## config.mk

```make
export PLATFORM = sky130hd
export DESIGN_NAME = adc_spi_tx
export DESIGN_NICKNAME = d
export VERILOG_FILES = /design/src/rtl/psu_spi_pkg.sv /design/src/rtl/adc_spi_tx_edge_sync.sv /design/src/rtl/adc_spi_tx.sv
export SDC_FILE = /design/constraint.sdc
export NUM_CORES = 1
export LEC_CHECK = 0
export ABC_AREA = 1
export BUFFER_PORTS_ARGS = -buffer_cell sky130_fd_sc_hd__buf_2
export CAP_MARGIN = 20
export CELL_PAD_IN_SITES_DETAIL_PLACEMENT = 2
export CELL_PAD_IN_SITES_GLOBAL_PLACEMENT = 2
export CORE_MARGIN = 5
export CORE_UTILIZATION = 33
export DETAILED_ROUTE_END_ITERATION = 8
export PLACE_DENSITY_LB_ADDON = 0.1
export SLEW_MARGIN = 10
export SYNTH_ARGS = -nofsm -noshare
export SYNTH_HDL_FRONTEND = slang
export SYNTH_SLANG_ARGS = --single-unit
export TNS_END_PERCENT = 100
```

## constraint.sdc

```tcl
create_clock -name clk -period 2.22 [get_ports clk]
set_input_delay 0.333 -clock clk [delete_from_list [all_inputs] [get_ports clk]]
set_output_delay 0.333 -clock clk [all_outputs]
set_load 0.05 [all_outputs]
```

## src/rtl/psu_spi_pkg.sv

```systemverilog
// -----------------------------------------------------------------------------
// psu_spi_pkg
//   Shared definitions for the PSU ADC serial transmit path.
//   - SPI_WIDTH_DEF / LEAD_ZEROS_DEF : default sample width and zero padding
//   - frame_bits()                   : total bits in one {zeros,vd,zeros,id} frame
//   - adc_tx_state_t                 : transmitter FSM states
// -----------------------------------------------------------------------------
package psu_spi_pkg;

    localparam int unsigned SPI_WIDTH_DEF  = 12;
    localparam int unsigned LEAD_ZEROS_DEF = 4;

    typedef enum logic [1:0] {
        IDLE  = 2'd0,
        SHIFT = 2'd1,
        HOLD  = 2'd2
    } adc_tx_state_t;

    // Two padded samples (voltage then current) per frame.
    function automatic int unsigned frame_bits(input int unsigned spi_width,
                                               input int unsigned lead_zeros);
        return 2 * (lead_zeros + spi_width);
    endfunction

endpackage

```

## src/rtl/adc_spi_tx_edge_sync.sv

```systemverilog
// -----------------------------------------------------------------------------
// edge_sync
//   Brings an asynchronous input into the clk domain through STAGES flops,
//   then compares against one more register to produce single-cycle edge
//   pulses.
//   Ports:
//     clk_i    system clock
//     n_rst_i  asynchronous active-low reset (all flops load RST_VAL)
//     async_i  asynchronous input
//     level_o  synchronized level
//     rise_o   one-clk pulse on a synchronized 0->1 transition
//     fall_o   one-clk pulse on a synchronized 1->0 transition
// -----------------------------------------------------------------------------
module edge_sync #(
    parameter int unsigned STAGES  = 2,
    parameter logic        RST_VAL = 1'b0
) (
    input  logic clk_i,
    input  logic n_rst_i,
    input  logic async_i,
    output logic level_o,
    output logic rise_o,
    output logic fall_o
);

    logic [STAGES-1:0] sync_q;
    logic              prev_q;

    always_ff @(posedge clk_i or negedge n_rst_i) begin
        if (!n_rst_i) begin
            sync_q <= {STAGES{RST_VAL}};
            prev_q <= RST_VAL;
        end else begin
            sync_q[0] <= async_i;
            for (int unsigned i = 1; i < STAGES; i++) begin
                sync_q[i] <= sync_q[i-1];
            end
            prev_q <= sync_q[STAGES-1];
        end
    end

    assign level_o = sync_q[STAGES-1];
    assign rise_o  =  sync_q[STAGES-1] & ~prev_q;
    assign fall_o  = ~sync_q[STAGES-1] &  prev_q;

endmodule

```

## src/rtl/adc_spi_tx.sv

```systemverilog
// -----------------------------------------------------------------------------
// adc_spi_tx
//   SPI slave transmitter for a voltage/current ADC sample pair. On a cs
//   falling edge the frame {LEAD_ZEROS x 0, vd, LEAD_ZEROS x 0, id} is captured
//   and shifted out MSB first, one bit per sck falling edge. cs and sck are
//   asynchronous and are oversampled by clk.
//
//   Ports:
//     clk          system clock (only clock)
//     n_rst        asynchronous active-low reset
//     test_mode    (ADC_TX_TESTPAT_EN only) send frame counter / ~counter
//     cs           frame select, active-low, async
//     sck          serial clock, async
//     vd_in        voltage sample, captured at frame start
//     id_in        current sample, captured at frame start
//     dout         serial data (0 outside of SHIFT)
//     busy         high in SHIFT and HOLD
//     frame_done   one-clk pulse when the last bit has been clocked out
//     frame_abort  one-clk pulse when cs rises during SHIFT
//
//   Optional feature macro: ADC_TX_TESTPAT_EN
//     Adds test_mode and a SPI_WIDTH frame counter that increments on each
//     frame_done; with test_mode=1 the frame carries counter / ~counter.
// -----------------------------------------------------------------------------
module adc_spi_tx
    import psu_spi_pkg::*;
#(
    parameter int unsigned SPI_WIDTH   = SPI_WIDTH_DEF,
    parameter int unsigned LEAD_ZEROS  = LEAD_ZEROS_DEF,
    parameter int unsigned SYNC_STAGES = 2
) (
    input  logic                 clk,
    input  logic                 n_rst,
`ifdef ADC_TX_TESTPAT_EN
    input  logic                 test_mode,
`endif
    input  logic                 cs,
    input  logic                 sck,
    input  logic [SPI_WIDTH-1:0] vd_in,
    input  logic [SPI_WIDTH-1:0] id_in,
    output logic                 dout,
    output logic                 busy,
    output logic                 frame_done,
    output logic                 frame_abort
);

    localparam int unsigned       FRAME_BITS = frame_bits(SPI_WIDTH, LEAD_ZEROS);
    localparam int unsigned       CNT_W      = $clog2(FRAME_BITS);
    localparam logic [CNT_W-1:0]  LAST_BIT   = CNT_W'(FRAME_BITS - 1);
    localparam int unsigned       SETTLE_W   = $clog2(SYNC_STAGES + 1);
    localparam logic [SETTLE_W-1:0] SETTLE_MAX = SETTLE_W'(SYNC_STAGES);

    // ------------------------------------------------------------------
    // Input synchronizers: cs idles high, sck idles low.
    // ------------------------------------------------------------------
    logic cs_level, cs_rise, cs_fall;
    logic sck_level, sck_rise, sck_fall;
    logic sync_unused;

    edge_sync #(
        .STAGES  (SYNC_STAGES),
        .RST_VAL (1'b1)
    ) u_cs_sync (
        .clk_i   (clk),
        .n_rst_i (n_rst),
        .async_i (cs),
        .level_o (cs_level),
        .rise_o  (cs_rise),
        .fall_o  (cs_fall)
    );

    edge_sync #(
        .STAGES  (SYNC_STAGES),
        .RST_VAL (1'b0)
    ) u_sck_sync (
        .clk_i   (clk),
        .n_rst_i (n_rst),
        .async_i (sck),
        .level_o (sck_level),
        .rise_o  (sck_rise),
        .fall_o  (sck_fall)
    );

    // Only the sck falling edge drives the shifter.
    assign sync_unused = sck_rise ^ sck_level;

    // ------------------------------------------------------------------
    // Start qualification. The cs synchronizer resets to 1, so a cs that is
    // already low when reset releases would look like a falling edge once
    // the real level reaches the end of the chain. Frames are only accepted
    // after cs has been observed high with a fully refilled synchronizer.
    // ------------------------------------------------------------------
    logic [SETTLE_W-1:0] settle_q, settle_d;
    logic                armed_q,  armed_d;
    logic                settled;

    assign settled  = (settle_q == SETTLE_MAX);
    assign settle_d = settled ? settle_q : settle_q + SETTLE_W'(1);
    assign armed_d  = armed_q | (settled & cs_level);

    always_ff @(posedge clk or negedge n_rst) begin
        if (!n_rst) begin
            settle_q <= '0;
            armed_q  <= 1'b0;
        end else begin
            settle_q <= settle_d;
            armed_q  <= armed_d;
        end
    end

    // ------------------------------------------------------------------
    // Sample source selection
    // ------------------------------------------------------------------
    logic [SPI_WIDTH-1:0] vd_src, id_src;

`ifdef ADC_TX_TESTPAT_EN
    logic [SPI_WIDTH-1:0] pat_cnt_q, pat_cnt_d;

    assign vd_src = test_mode ? pat_cnt_q  : vd_in;
    assign id_src = test_mode ? ~pat_cnt_q : id_in;
`else
    assign vd_src = vd_in;
    assign id_src = id_in;
`endif

    logic [FRAME_BITS-1:0] frame_word;
    assign frame_word = {{LEAD_ZEROS{1'b0}}, vd_src, {LEAD_ZEROS{1'b0}}, id_src};

    // ------------------------------------------------------------------
    // Transmit FSM
    // ------------------------------------------------------------------
    adc_tx_state_t         state_q, state_d;
    logic [FRAME_BITS-1:0] shift_q, shift_d;
    logic [CNT_W-1:0]      cnt_q,   cnt_d;
    logic                  done_q,  done_d;
    logic                  abort_q, abort_d;

    always_comb begin
        state_d = state_q;
        shift_d = shift_q;
        cnt_d   = cnt_q;
        done_d  = 1'b0;
        abort_d = 1'b0;

        unique case (state_q)
            IDLE: begin
                if (cs_fall && armed_q) begin
                    state_d = SHIFT;
                    shift_d = frame_word;
                    cnt_d   = '0;
                end
            end
            SHIFT: begin
                // cs wins over a coincident sck edge: the frame is abandoned
                // without taking the shift.
                if (cs_rise) begin
                    state_d = IDLE;
                    abort_d = 1'b1;
                    shift_d = '0;
                end else if (sck_fall) begin
                    shift_d = {shift_q[FRAME_BITS-2:0], 1'b0};
                    if (cnt_q == LAST_BIT) begin
                        state_d = HOLD;
                        done_d  = 1'b1;
                    end else begin
                        cnt_d = cnt_q + CNT_W'(1);
                    end
                end
            end
            HOLD: begin
                if (cs_rise) begin
                    state_d = IDLE;
                end
            end
            default: begin
                state_d = IDLE;
            end
        endcase
    end

    always_ff @(posedge clk or negedge n_rst) begin
        if (!n_rst) begin
            state_q <= IDLE;
            shift_q <= '0;
            cnt_q   <= '0;
            done_q  <= 1'b0;
            abort_q <= 1'b0;
        end else begin
            state_q <= state_d;
            shift_q <= shift_d;
            cnt_q   <= cnt_d;
            done_q  <= done_d;
            abort_q <= abort_d;
        end
    end

`ifdef ADC_TX_TESTPAT_EN
    assign pat_cnt_d = done_d ? pat_cnt_q + SPI_WIDTH'(1) : pat_cnt_q;

    always_ff @(posedge clk or negedge n_rst) begin
        if (!n_rst) begin
            pat_cnt_q <= '0;
        end else begin
            pat_cnt_q <= pat_cnt_d;
        end
    end
`endif

    // ------------------------------------------------------------------
    // Outputs
    // ------------------------------------------------------------------
    assign dout        = (state_q == SHIFT) & shift_q[FRAME_BITS-1];
    assign busy        = (state_q != IDLE);
    assign frame_done  = done_q;
    assign frame_abort = abort_q;

endmodule

```

# After elaboration in Yosys (flattened, before gate mapping)
# Index checks and enable logic that the tools add are counted.
# op_classes
addsub,2
n_eq_ne,11
n_mux,21
n_bitwise,9
n_reduce_logical,7
# op_table
cell,count
32-bit two-way mux,3
32-bit case mux with 2 select lines,1
5-bit two-way mux,4
2-bit two-way mux,5
2-bit != test (second input constant),5
5-bit case mux with 2 select lines,1
1-bit two-way mux,6
3-bit != test (second input constant),2
2-bit case mux with 3 select lines,1
5-bit by 1-bit adder with 5-bit output (second input constant),1
1-bit bitwise AND,5
5-bit == test (second input constant),1
5-bit AND reduction,1
2-bit == test (second input constant),2
4-bit AND reduction,1
2-bit nonzero test,2
1-bit inverter,3
3-bit AND reduction,1
2-bit by 1-bit adder with 2-bit output (second input constant),1
2-bit by 1-bit == test with 1-bit output (second input constant),1
2-bit logical NOT,1
1-bit logical AND,1
1-bit bitwise OR,1
# word_totals
regBits,50
inputBits,28
out_inout_bits,4
elab_cells,61

# Logic depth before layout (Yosys ltp)
# depth
word_depth,5
mapped_depth,10
depth_no_buf,10

# Cells and area by module
# Synthesis repeated with hierarchy kept, for this count alone.
# hier_totals
hier_cells,309
area_unflattened_um2,2491.1
# by_module_without_submodules
module,instances,cells_per_inst,area_per_inst_um2,seq_area_each_um2
adc_spi_tx,1,295,2307.2,1101.1
edge_sync (u_cs_sync),1,7,93.8,78.8
edge_sync (u_sck_sync),1,7,90.1,75.1

# Worst setup path before layout
# Ideal clock, no wire load.
# synth_timing
path_type,reg2out
from,register state_q[1]
to,output port dout
arrival_ps,1501
t_required_ps,1887
slack_ps,386
path_stages_with_launch,5
path_buffers,1
cell_sequence,dfrtp_1 -> inv_1 -> nand2_2 -> buf_4 -> nor2_1
# synth_between
elab_chain_cells,2
# synth_lines
item,line,text
"start, declared",adc_spi_tx.sv:132,"adc_tx_state_t state_q, state_d;"
"start signal, assigned",adc_spi_tx.sv:189,state_q <= state_d;
2-bit by 1-bit == test with 1-bit output,adc_spi_tx.sv:212,assign dout = (state_q == SHIFT) & shift_q[FRAME_BITS-1];
1-bit bitwise AND,adc_spi_tx.sv:212,
"end, declared",adc_spi_tx.sv:41,"output logic dout,"
# Every way passes these cells.

# Worst setup path after layout
# Same ends and word-level chain as after synthesis.

==> flow_summary.json <==
{
  "outcome": "finished with violations",
  "violations": "hold timing",
  "clk_pin_slew_worst_paths_ns": 0.10,
  "routabilityCongestion": 0.712,
  "place_ws_ns": 0.442,
  "die_area_mm2": 0.00911,
  "cts_resized": 0,
  "vdd_drop_max_v": 0.000405,
  "syn_to_final_growth_pct": 13.4,
  "port_buffers": 31,
  "synth_simple_gate_area_share_pct": 37.1,
  "crit_arrival_ns": 1.46,
  "insertion_delay_ns": 0.31,
  "cts_sinks": 50,
  "wl_um": 6520,
  "grt_pass1_vias": 2298,
  "initial_core_util_pct": 33.6,
  "cts_setup_buffers": 0,
  "regArea_mm2": 0.00125,
  "synthCells": 300,
  "hold_class": "in2async",
  "grt_first_pass_wirelength_um": 11200,
  "crit_chain": "inv_1 > nand2_2 > nor2_1 > buf_2",
  "synth_ff_type": "dfrtp_1",
  "synthAdderAreaFrac_pct": 1.56,
  "synthesis.area_mm2": 0.00241,
  "fin_ws_ns": 0.429,
  "synth_area_leader_cell": "dfrtp_1",
  "diodes": 0,
  "drt-initial-drc-count": 68,
  "antenna_found_initial": 0,
  "finalCritPeriodShare_pct": 80.7,
  "synth_top_area_share_pct": 48.8,
  "pin_count": 32,
  "cpPeakStageDelay_ns": 0.47,
  "worst_clock_skew_ns": 0.00742,
  "synth_compound_area_share_pct": 3.01,
  "synth_top_family_by_area": "simple AND/OR/NAND/NOR gates",
  "gr-usage-all-layers_pct": 15.8,
  "synthXorXnorAreaFrac_pct": 0.363,
  "hold_ws_ns": -0.00146,
  "report.final.slew_viol_count": 0,
  "ys_warn_count": 0,
  "wl_per_cell_um": 15.2,
  "async_flop_share_pct": 100,
  "layout.cells.non_filler": 429,
  "cts_tree": "done",
  "synth_edf_count": 0,
  "drive_above_1_share_pct": 16.7,
  "rows": 31,
  "rsz0062_at_grt": "false",
  "synthMuxAreaShare_pct": 0,
  "hold_buffers": 0,
  "setup_tns_ns": 0,
  "cts_buffers": 5,
  "critPathBufInv": 2,
  "layout.nets": 360,
  "die_w_um": 95.5,
  "maxCapViolCount": 0,
  "seq_area_frac_synth_pct": 52.1,
  "worst_pin_slew_ns": 0.549,
  "syn_area_per_cell_um2": 8.03,
  "power_density_mw_per_mm2": 903,
  "ys_seq_elements": 50,
  "dr.pass1.iters": 4,
  "cts-root-buf": "clkbuf_8",
  "fill_cells": 862,
  "core_mm2": 0.00718,
  "hold_viol": 3,
  "crit_required_ns": 1.89,
  "htree_levels": 2,
  "drc": 0,
  "viasPerCell": 4.90,
  "slew_headroom_pct": 63.4,
  "multi_input_area_mm2": 0.00101,
  "die_height_um": 95.5,
  "grt_overflow": 0,
  "antenna_left": 0,
  "grt_max_degree": 42,
  "setup_viol": 0,
  "vias": 2100,
  "clock.fmax_mhz": 558,
  "power.leakage_nw": 1.45,
  "dp_cells": 421,
  "path_delay_family": "flip-flops",
  "synth_fp_nets": 331,
  "cts_buffer_depth": 2,
  "fin_crit_ns": 1.79,
  "fin_util_pct": 38.1,
  "post-dp-hpwl_um": 4470,
  "start_kind": "flip-flop",
  "ys_types": 23,
  "criticalPathCategory": "reg2out",
  "critPathSlowestCell": "dfrtp_1",
  "critPathMaxFanout": 8,
  "yosys-top-cells-area": "dfrtp_1 49%, nand2_1 21%, nand3_1 11%, dfstp_2 3.3%, buf_4 2.5%",
  "end_kind": "output port"
}
## Yosys cell counts (2+ instances only)
library cell	n
nand2_1	132
nand3_1	52
dfrtp_1	47
nor2_1	12
inv_1	10
buf_4	8
o21ai_0	7
buf_2	5
o21ai_1	5
dfstp_2	3
ha_1	3
nand2_2	3
nand3_2	2
nand3b_1	2
## final cells by class
cell class | count | share of cell area [%]
sequential | 50 | 45.9
multi-input combinational | 224 | 37.1
timing repair buffer | 37 | 7.78
tap | 99 | 4.53
clock buffer | 6 | 2.66
inverter | 11 | 1.51
clock inverter | 2 | 0.504
## stage by stage
stage / cell area (um2) / power [mW]
global route: 2730 / 2.67
finish: 2730 / 2.47
global placement: 2650 / 1.93
CTS: 2730 / 2.52
floorplan: 2410 / 1.76
detailed placement: 2650 / 1.97
## power by group
group / internal (mW) / total, mW / switching, mW
logic: 0.227 / 0.678 / 0.451
registers: 1.12 / 1.25 / 0.126
clock network: 0.223 / 0.542 / 0.318
## placed cells by master (no fill, tap or decap)
master and n:
dfstp_2 3, nor2_1 12, nand3_2 2, nand3_1 52, nor2_4 1, dfrtp_1 47
o21ai_0 7, o21ai_1 5, nand3b_1 2, clkbuf_1 1, clkinv_2 1, buf_2 31
a21oi_1 1, nand2_2 3, buf_4 5, xnor2_1 1, clkinv_1 1, nand2_1 132
a21o_1 1, ha_1 3, nand2_4 1, clkbuf_8 5, buf_12 1, clkinv_4 1
inv_1 10, nand3_4 1
## kinds of logic (layout without fill, tap and decap cells)
kind of cell    count (synthesis)  in the layout
buf+inv                        26             56
xor+xnor                        1              1
fa+ha+maj                       3              3
flops                          50             50
compound gates                 14             14
simple gates                  206            206
## metal layers
metal / track usage, % / share of wire [%] / vias to the layer above
met5: 0 / 0 / -
met4: 2.96 / 0.68 / 0
met3: 4.34 / 3.0 / 4
met2: 26.9 / 50 / 22
met1: 20.2 / 46 / 1067
li1: - / - / 1007
## path summary, 6_finish.rpt
kind,from,endpoint,slack (ns),cells past startpoint
setup / recovery,state_q[1],dout,0.43,4
hold / removal,n_rst,shift_q[10],-0.001,1
setup reg to reg,cnt_q[0],cnt_q[0],0.46,10
hold reg to reg,u_cs_sync.sync_q[0],u_cs_sync.sync_q[1],0.36,0
max in group asynchronous,n_rst,u_cs_sync.sync_q[0],1.60,2
min in group clk,cs,u_cs_sync.sync_q[0],0.11,1
## flip-flops by register name, summed over array words and instances (netlist names)
register and count:
u_sck_sync.sync_q 2, state_q 2, frame_done 1, u_sck_sync.prev_q 1
armed_q 1, settle_q 2, u_cs_sync.prev_q 1, cnt_q 5
frame_abort 1, shift_q 32, u_cs_sync.sync_q 2
Power figures use the tool's default switching activity.
